===== config.mk =====
export PLATFORM = sky130hd
export DESIGN_NAME = weighted_rank_pipe
export DESIGN_NICKNAME = d
export VERILOG_FILES = /design/src/rtl/weighted_rank_pipe.sv
export SDC_FILE = /design/constraint.sdc
export NUM_CORES = 1
export LEC_CHECK = 0
export BUFFER_PORTS_ARGS = -buffer_cell sky130_fd_sc_hd__buf_4
export CORE_MARGIN = 10
export CORE_UTILIZATION = 55
export CTS_CLUSTER_DIAMETER = 80
export DETAILED_ROUTE_END_ITERATION = 8
export GPL_TIMING_DRIVEN = 0
export MAX_ROUTING_LAYER = met4
export PLACE_DENSITY = 0.82
export SETUP_SLACK_MARGIN = 0.5
export SLEW_MARGIN = 10
export SYNTH_ARGS = -nofsm -noshare
export SYNTH_HDL_FRONTEND = slang
export SYNTH_SLANG_ARGS = --single-unit

===== constraint.sdc =====
create_clock -name clk -period 2.92 [get_ports clk]
set_input_delay 0.438 -clock clk [delete_from_list [all_inputs] [get_ports clk]]
set_output_delay 0.438 -clock clk [all_outputs]
set_load 0.005 [all_outputs]

===== src/rtl/weighted_rank_pipe.sv =====
// Two-stage weighted rank: masked comparison weights plus a centre weight, summed
// into two registered partial sums and then a registered total, with double-buffered weights.
module weighted_rank_pipe #(
    parameter int N  = 7,
    parameter int WB = 3,
    parameter int RB = $clog2(N*(2**WB-1)+1)
) (
    input  logic                 clk,
    input  logic                 rst_n,
    input  logic [N-2:0]         in_cmp,
    input  logic                 in_valid,
    output logic                 in_ready,
    output logic [RB-1:0]        out_rank,
    output logic                 out_valid,
    input  logic                 out_ready,
    input  logic                 cfg_we,
    input  logic [$clog2(N)-1:0] cfg_idx,
    input  logic [WB-1:0]        cfg_wdata,
    input  logic                 cfg_commit
);
    localparam int IW = $clog2(N);
    localparam int H  = (N-1)/2;

    // Entry N-1 of each weight bank holds the centre weight.
    logic [WB-1:0] shadow_w [N];
    logic [WB-1:0] active_w [N];

    logic [RB-1:0] term [N-1];
    logic [RB-1:0] sum_lo_next;
    logic [RB-1:0] sum_hi_next;
    logic [RB-1:0] sum_lo_reg;
    logic [RB-1:0] sum_hi_reg;
    logic [RB-1:0] rank_reg;
    logic          v1;
    logic          v2;
    logic          s1_en;
    logic          s2_en;

    assign s2_en     = !v2 || out_ready;
    assign s1_en     = !v1 || s2_en;
    assign in_ready  = s1_en;
    assign out_valid = v2;
    assign out_rank  = rank_reg;

    // Commit copies the pre-write shadow, so a same-cycle write lands only in the shadow.
    always_ff @(posedge clk or negedge rst_n) begin
        if (!rst_n) begin
            for (int i = 0; i < N; i++) begin
                shadow_w[i] <= WB'(1);
                active_w[i] <= WB'(1);
            end
        end else begin
            for (int i = 0; i < N; i++) begin
                if (cfg_commit)
                    active_w[i] <= shadow_w[i];
                if (cfg_we && cfg_idx == IW'(i))
                    shadow_w[i] <= cfg_wdata;
            end
        end
    end

    generate
        for (genvar gi = 0; gi < N-1; gi++) begin : g_term
            assign term[gi] = in_cmp[gi] ? RB'(active_w[gi]) : '0;
        end
    endgenerate

    always_comb begin
        sum_lo_next = '0;
        sum_hi_next = RB'(active_w[N-1]);
        for (int i = 0; i < H; i++)
            sum_lo_next = sum_lo_next + term[i];
        for (int i = H; i < N-1; i++)
            sum_hi_next = sum_hi_next + term[i];
    end

    always_ff @(posedge clk or negedge rst_n) begin
        if (!rst_n) begin
            v1         <= 1'b0;
            sum_lo_reg <= '0;
            sum_hi_reg <= '0;
        end else if (s1_en) begin
            v1 <= in_valid;
            if (in_valid) begin
                sum_lo_reg <= sum_lo_next;
                sum_hi_reg <= sum_hi_next;
            end
        end
    end

    // The result only moves when a new sample advances, so it is stable under backpressure.
    always_ff @(posedge clk or negedge rst_n) begin
        if (!rst_n) begin
            v2       <= 1'b0;
            rank_reg <= '0;
        end else if (s2_en) begin
            v2 <= v1;
            if (v1)
                rank_reg <= sum_lo_reg + sum_hi_reg;
        end
    end
endmodule


==> results.cfg, run 1 <==
[status]
status = complete, no violations

[timing]
slew_headroom = 0.513
finalHoldViolCount = 0
fmax_mhz = 419
setup_ws_ns = 0.535
finalSetupViolations = 0
period_minus_slack_ns = 2.38
finalSetupTns_ns = 0
worstMarginPinSlew_ns = 0.730
finClkSkew_ns = 0.00462
rsz0062_at_grt = yes
final.period_utilization = 0.817
drv_slew = 0
whs_ns = 0.160

[final_layout]
drive_gt1_frac = 0.456
final_common_cell = mux2_2
final_cell_mix = mux2_2, dfrtp_1, buf_4
design_area_um2 = 3450
finalNonFillerCells = 331
post-route-util = 0.676
diodes = 0
fin_nets = 296
syn2layout_area_growth_pct = 19.7

[placement]
dp_hpwl_um = 3720
routabilityCongestion = 0.784
dp_slack_ns = 0.252
dpl_cell_area_um2 = 3160
port-buffer-count = 25
dpl.cell_count = 314

[global_routing]
grtUsageTotal = 0.131
antenna_found_initial = 0
grt_start_max_net_pins = 61
grt_pass1_vias = 1875
grt-ovfl-total = 0
grt_pass1_wl_um = 8660

[logic_synthesis]
synth_top_family_by_area = multiplexers
synth_seq_area_share = 0.526
synth_top_area_share = 0.399
synth_xor_area_frac = 0.0121
yosys_warnings = 0
syn_avg_cell_area_um2 = 13.2
netlist_area_um2 = 2890
yosysUniqueCellTypes = 24
syn-num-nets = 259
synth.largest_area_cell = dfrtp_1
synth-simple-area-share = 0.0958
synth_area_leaders = dfrtp_1, mux2_2, dfstp_2
ys_ff_latch = 60
synthCells = 219
synth_compound_area_frac = 0.0364
synth_mux_area_frac = 0.183
synthAdderAreaFrac = 0.124

[critical_path]
r2r_slack_ns = 0.54
crit_type = reg2reg
critPathLaunch = active_w[8]
cp.arrival_ns = 2.64
regToRegStartpoint = active_w[8]
regToRegEndpoint = sum_hi_reg[3]
startpoint_type = flip-flop
endpoint = sum_hi_reg[3]
worstPathRequired_ns = 3.17
rr_worst_depth = 8
cp_max_fo = 2
worstSetupEndpointType = flip-flop

[floorplanning]
start_util = 0.565
num_io_pins = 26
num_rows = 26
coreArea_um2 = 5110
dieWidth_um = 92.4
die-height_um = 92.4
dieArea_um2 = 8550

[routing]
drc = 0
ant_nets = 0
avgViaCountPerCell = 5.10
vias = 1689
routed_wl_um = 4950
first_pass_iters = 4
drtIter0Drc = 35
wl_per_cell_um = 14.9

[clock_tree]
ctsHtreeMaxLevel = 3
clock_path_buffers = 2
path_clk_slew_ns = 0.06
clock_sinks = 60
cts_tree = done
numCtsBuffers = 9
cts_root_buf = clkbuf_8
worstSkewPairLatency_ns = 0.33

[worst_hold_path]
hp-class = in2async

[power_and_ir_drop]
power.total_mw = 3.03
p_per_area_nw_per_um2 = 877
power.leakage_nw = 1.57
ir_drop_v = 0.000412

[flow_run]
drv_cap = 0
## worst min path at each step
stage / startpoint / to
after CTS: rst_n / active_w[2]
after floorplan: rst_n / active_w[10]
after global placement: out_rank[1] / out_rank[1]
after global routing: rst_n / sum_hi_reg[2]
final: rst_n / sum_hi_reg[2]
after detailed placement: out_rank[3] / out_rank[3]
## where the power goes
part	internal [mW]	switching, mW	total, mW
registers	1.10	0.138	1.24
logic	0.471	0.393	0.864
clock network	0.613	0.311	0.923
## worst max-delay path, cell delays in order (launching register included)
cell and delay [ns]:
dfrtp_1 0.38, and2_4 0.15, fa_1 0.50, inv_1 0.05
fa_2 0.42, buf_4 0.15, fa_2 0.38, xor2_1 0.15
o21ai_1 0.14
## repair_timing
item / in CTS / in global routing
hold buffers: 0 / 0
buffers inserted: 0 / 1
setup endpoints to repair: 3 / 3
pin swaps: 6 / 9
endpoints found under the hold margin: 0 / 0
resized for setup: 4 / 9
## metal layers
metal / GRT usage / vias up / wire length (µm)
met5: - / - / 0
met4: 0.0540 / 0 / 85
met3: 0.0444 / 8 / 240
met2: 0.211 / 26 / 2470
met1: 0.146 / 830 / 2150
li1: - / 825 / -
## cell usage after synthesis (all sizes together)
| library cell | instances |
|---|---|
| mux2 | 47 |
| a21o | 2 |
| nand4b | 3 |
| dfstp | 14 |
| a21oi | 5 |
| a21boi | 1 |
| nor3b | 2 |
| nor2 | 4 |
| dfrtp | 46 |
| nand2b | 5 |
| fa | 11 |
| xnor2 | 2 |
| buf | 3 |
| inv | 13 |
| o21ai | 10 |
| nor3 | 2 |
| ha | 11 |
| nand3 | 1 |
| xor2 | 2 |
| o31ai | 1 |
| nand2 | 22 |
| and2 | 11 |
| nand3b | 1 |
## final cells by class
cell class                      instances  area, µm²
Buffer                                  3       15.0
Clock buffer                           12        155
Clock inverter                          4       95.1
Fill cell                             385       1650
Inverter                               13       48.8
Multi-Input combinational cell        143       1340
Sequential cell                        60       1520
Tap cell                               70       87.6
Timing Repair Buffer                   26        195
## logic make-up (layout without fill, tap and decap cells)
family / Yosys count / in the layout
AO/OA/AOI/OAI: 19 / 19
XOR/XNOR: 4 / 4
adder cells (fa/ha/maj): 22 / 22
buffers and inverters: 16 / 58
flip-flops: 60 / 60
multiplexers: 47 / 47
AND/OR/NAND/NOR: 51 / 51
Power figures use the tool's default switching activity.
==> inputs of run 2 (changes only) <==
ABC_AREA = 1   (was unset)
CORE_UTILIZATION = 53   (was 55)
clock period = 1.95 ns   (was 2.92 ns; I/O delays follow)
==> run 2 against run 1 <==
The flow now finishes with violations (setup timing). Area after synthesis rose by 3.4%. Largest power group unchanged. Sequential power rose by 44%. Largest cell class unchanged. Final cell count rose by 24%. Sequential share of layout area fell by 2.5 points. Clock power rose by 47%. Non-clock buffer count rose by 3. Via count rose by 19%. Count of clock-buffer cells in the layout fell by 2. Critical path type unchanged.
==> results.cfg, run 2 <==
[flow_run]
drv_cap = 0

[floorplanning]
coreArea_um2 = 5470
num_io_pins = 26
num_rows = 27
dieArea_um2 = 9030
start_util = 0.545
die-height_um = 95.0
dieWidth_um = 95.0

[logic_synthesis]
syn-num-nets = 335
synth-main-ff-cell = dfrtp_1
synth_area_leaders = dfrtp_1, dfstp_2, nand2_1
synth_mux_area_frac = 0.0830
synth_xor_area_frac = 0.00587
ys_ff_latch = 60
async_reset_ff_frac = 1.00
synth-simple-area-share = 0.161
yosys_warnings = 0
yosysUniqueCellTypes = 23
yosys.cell_count.top_type = nand2_1
netlist_area_um2 = 2980
synth_compound_area_frac = 0.0570
synth_edf_count = 0
synth_seq_area_share = 0.509
synth_top_family_by_area = simple AND/OR/NAND/NOR gates
synth.largest_area_cell = dfrtp_1
synth_commonest_cells = nand2_1, dfrtp_1, inv_1
syn_avg_cell_area_um2 = 10.1
synth_top_area_share = 0.386
synthAdderAreaFrac = 0.120
synthCells = 295

[clock_tree]
cts_tree = done
numCtsBuffers = 9
clock_sinks = 60
ctsHtreeMaxLevel = 3
path_clk_slew_ns = 0.07
worstSkewPairLatency_ns = 0.34
clock_path_buffers = 2
cts_root_buf = clkbuf_8

[power_and_ir_drop]
power.leakage_nw = 1.86
p_switching_mw = 1.37
intPower_mw = 3.12
p_per_area_nw_per_um2 = 1230
pwr-share-clk = 0.303
ir_drop_v = 0.000830
sequentialPowerShare = 0.399
switching_share = 0.306
combPwrFrac = 0.297

[final_layout]
seqCellArea_um2 = 1520
final_cell_mix = nand2_1, dfrtp_1, inv_1
diodes = 0
final_common_cell = nand2_1
post-route-util = 0.670
fin_nets = 375
n_fill_cell = 424
finalNonFillerCells = 412
drive_gt1_frac = 0.388
multiInputGateArea_um2 = 1400
syn2layout_area_growth_pct = 22.9

[placement]
port-buffer-count = 25
dp_hpwl_um = 4140
dpl.cell_count = 392
routabilityCongestion = 0.760

[timing]
drv_slew = 0
rsz0062_at_grt = yes
final.period_utilization = 1.19
period_minus_slack_ns = 2.32
finalSetupTns_ns = -1.05
finalHoldViolCount = 0
setup_ws_ns = -0.367
slew_headroom = 0.520
finalSetupViolations = 3
fmax_mhz = 432
finClkSkew_ns = 0.00706
whs_ns = 0.00283
worstMarginPinSlew_ns = 0.720

[critical_path]
regToRegStartpoint = active_w[4]
rr_worst_depth = 9
critPathLaunch = active_w[4]
worstPathRequired_ns = 2.22
slowest_delay_ns = 0.49
cp_max_fo = 2
critPathTopFamily = adder cells
cp.arrival_ns = 2.58
regToRegEndpoint = sum_hi_reg[3]
path_cells = nand2_1, fa_1, fa_1, inv_2, ha_4, inv_2, fa_2, xor2_2, o21ai_1
cp_slowest_cell = fa_1
r2r_slack_ns = -0.37
crit_type = reg2reg
path_buf_inv = 2
startpoint_type = flip-flop
worstSetupEndpointType = flip-flop

[routing]
first_pass_iters = 5
drtIter0Drc = 51
avgViaCountPerCell = 4.87
vias = 2007
wl_per_cell_um = 14.1
ant_nets = 0
routed_wl_um = 5820
drc = 0

[worst_hold_path]
hp-class = in2async

[global_routing]
grt_pass1_vias = 2242
antenna_found_initial = 0
grt-ovfl-total = 0
grtUsageTotal = 0.149
grt_start_max_net_pins = 61
grt_pass1_wl_um = 10000

[status]
violations = setup timing
status = finished with violations
## run 2: cell type report
class | count | share of cell area
sequential | 60 | 0.414
timing repair buffer | 29 | 0.0594
tap | 72 | 0.0246
clock inverter | 6 | 0.0304
buffer | 3 | 0.00922
clock buffer | 10 | 0.0375
multi-input combinational | 190 | 0.382
inverter | 42 | 0.0430
## run 2: power groups by stage
stage | combinational (mW) | clock [mW] | sequential [mW]
2_1_floorplan | 0.788 | 0 | 1.75
4_1_cts | 1.25 | 1.39 | 1.79
5_1_grt | 1.52 | 1.45 | 1.84
3_5_place_dp | 1.13 | 0 | 1.81
3_3_place_gp | 1.06 | 0 | 1.79
6_report | 1.34 | 1.36 | 1.79
## run 2: worst register-to-register path, stage by stage, from the launching register on
cell	delay (ns)
dfrtp_1	0.38
nand2_1	0.08
fa_1	0.49
fa_1	0.42
inv_2	0.09
ha_4	0.13
inv_2	0.03
fa_2	0.34
xor2_2	0.16
o21ai_1	0.11
## run 2: metal layers
layer,track usage,share of wire,vias to the layer above
met3,0.0503,0.041,10
met5,-,0,-
met1,0.147,0.41,951
met2,0.261,0.53,32
met4,0.0648,0.020,0
li1,-,-,1014
## run 2: worst max-delay path by stage
stage | to | slack (ns) | depth (start not counted)
2_1_floorplan | sum_hi_reg[2] | -0.27 | 8
3_3_place_gp | sum_hi_reg[3] | -0.45 | 12
3_5_place_dp | sum_hi_reg[3] | -0.51 | 12
4_1_cts | sum_hi_reg[3] | -0.38 | 9
5_1_grt | sum_hi_reg[3] | -0.46 | 9
6_report | sum_hi_reg[3] | -0.37 | 9
## run 2: stage by stage
stage | power (mW) | worst slack, ns | area (µm²)
2_1_floorplan | 2.54 | -0.272 | 2990
3_3_place_gp | 2.85 | -0.446 | 3270
3_5_place_dp | 2.94 | -0.510 | 3270
4_1_cts | 4.43 | -0.383 | 3590
5_1_grt | 4.81 | -0.458 | 3670
6_report | 4.49 | -0.367 | 3670
## run 2: repair_timing
item | 4_1_cts | 5_1_grt
hold buffers | 0 | 0
pin swaps | 7 | 13
setup buffers | 1 | 3
setup endpoints to repair | 10 | 10
gates cloned | 0 | 0
gates resized for setup | 22 | 18
## run 2: kinds of logic after synthesis
group | Yosys count
multiplexers | 20
AND/OR/NAND/NOR | 112
XOR/XNOR | 2
flip-flops | 60
AO/OA/AOI/OAI | 34
buffers and inverters | 45
adder cells (fa/ha/maj) | 22
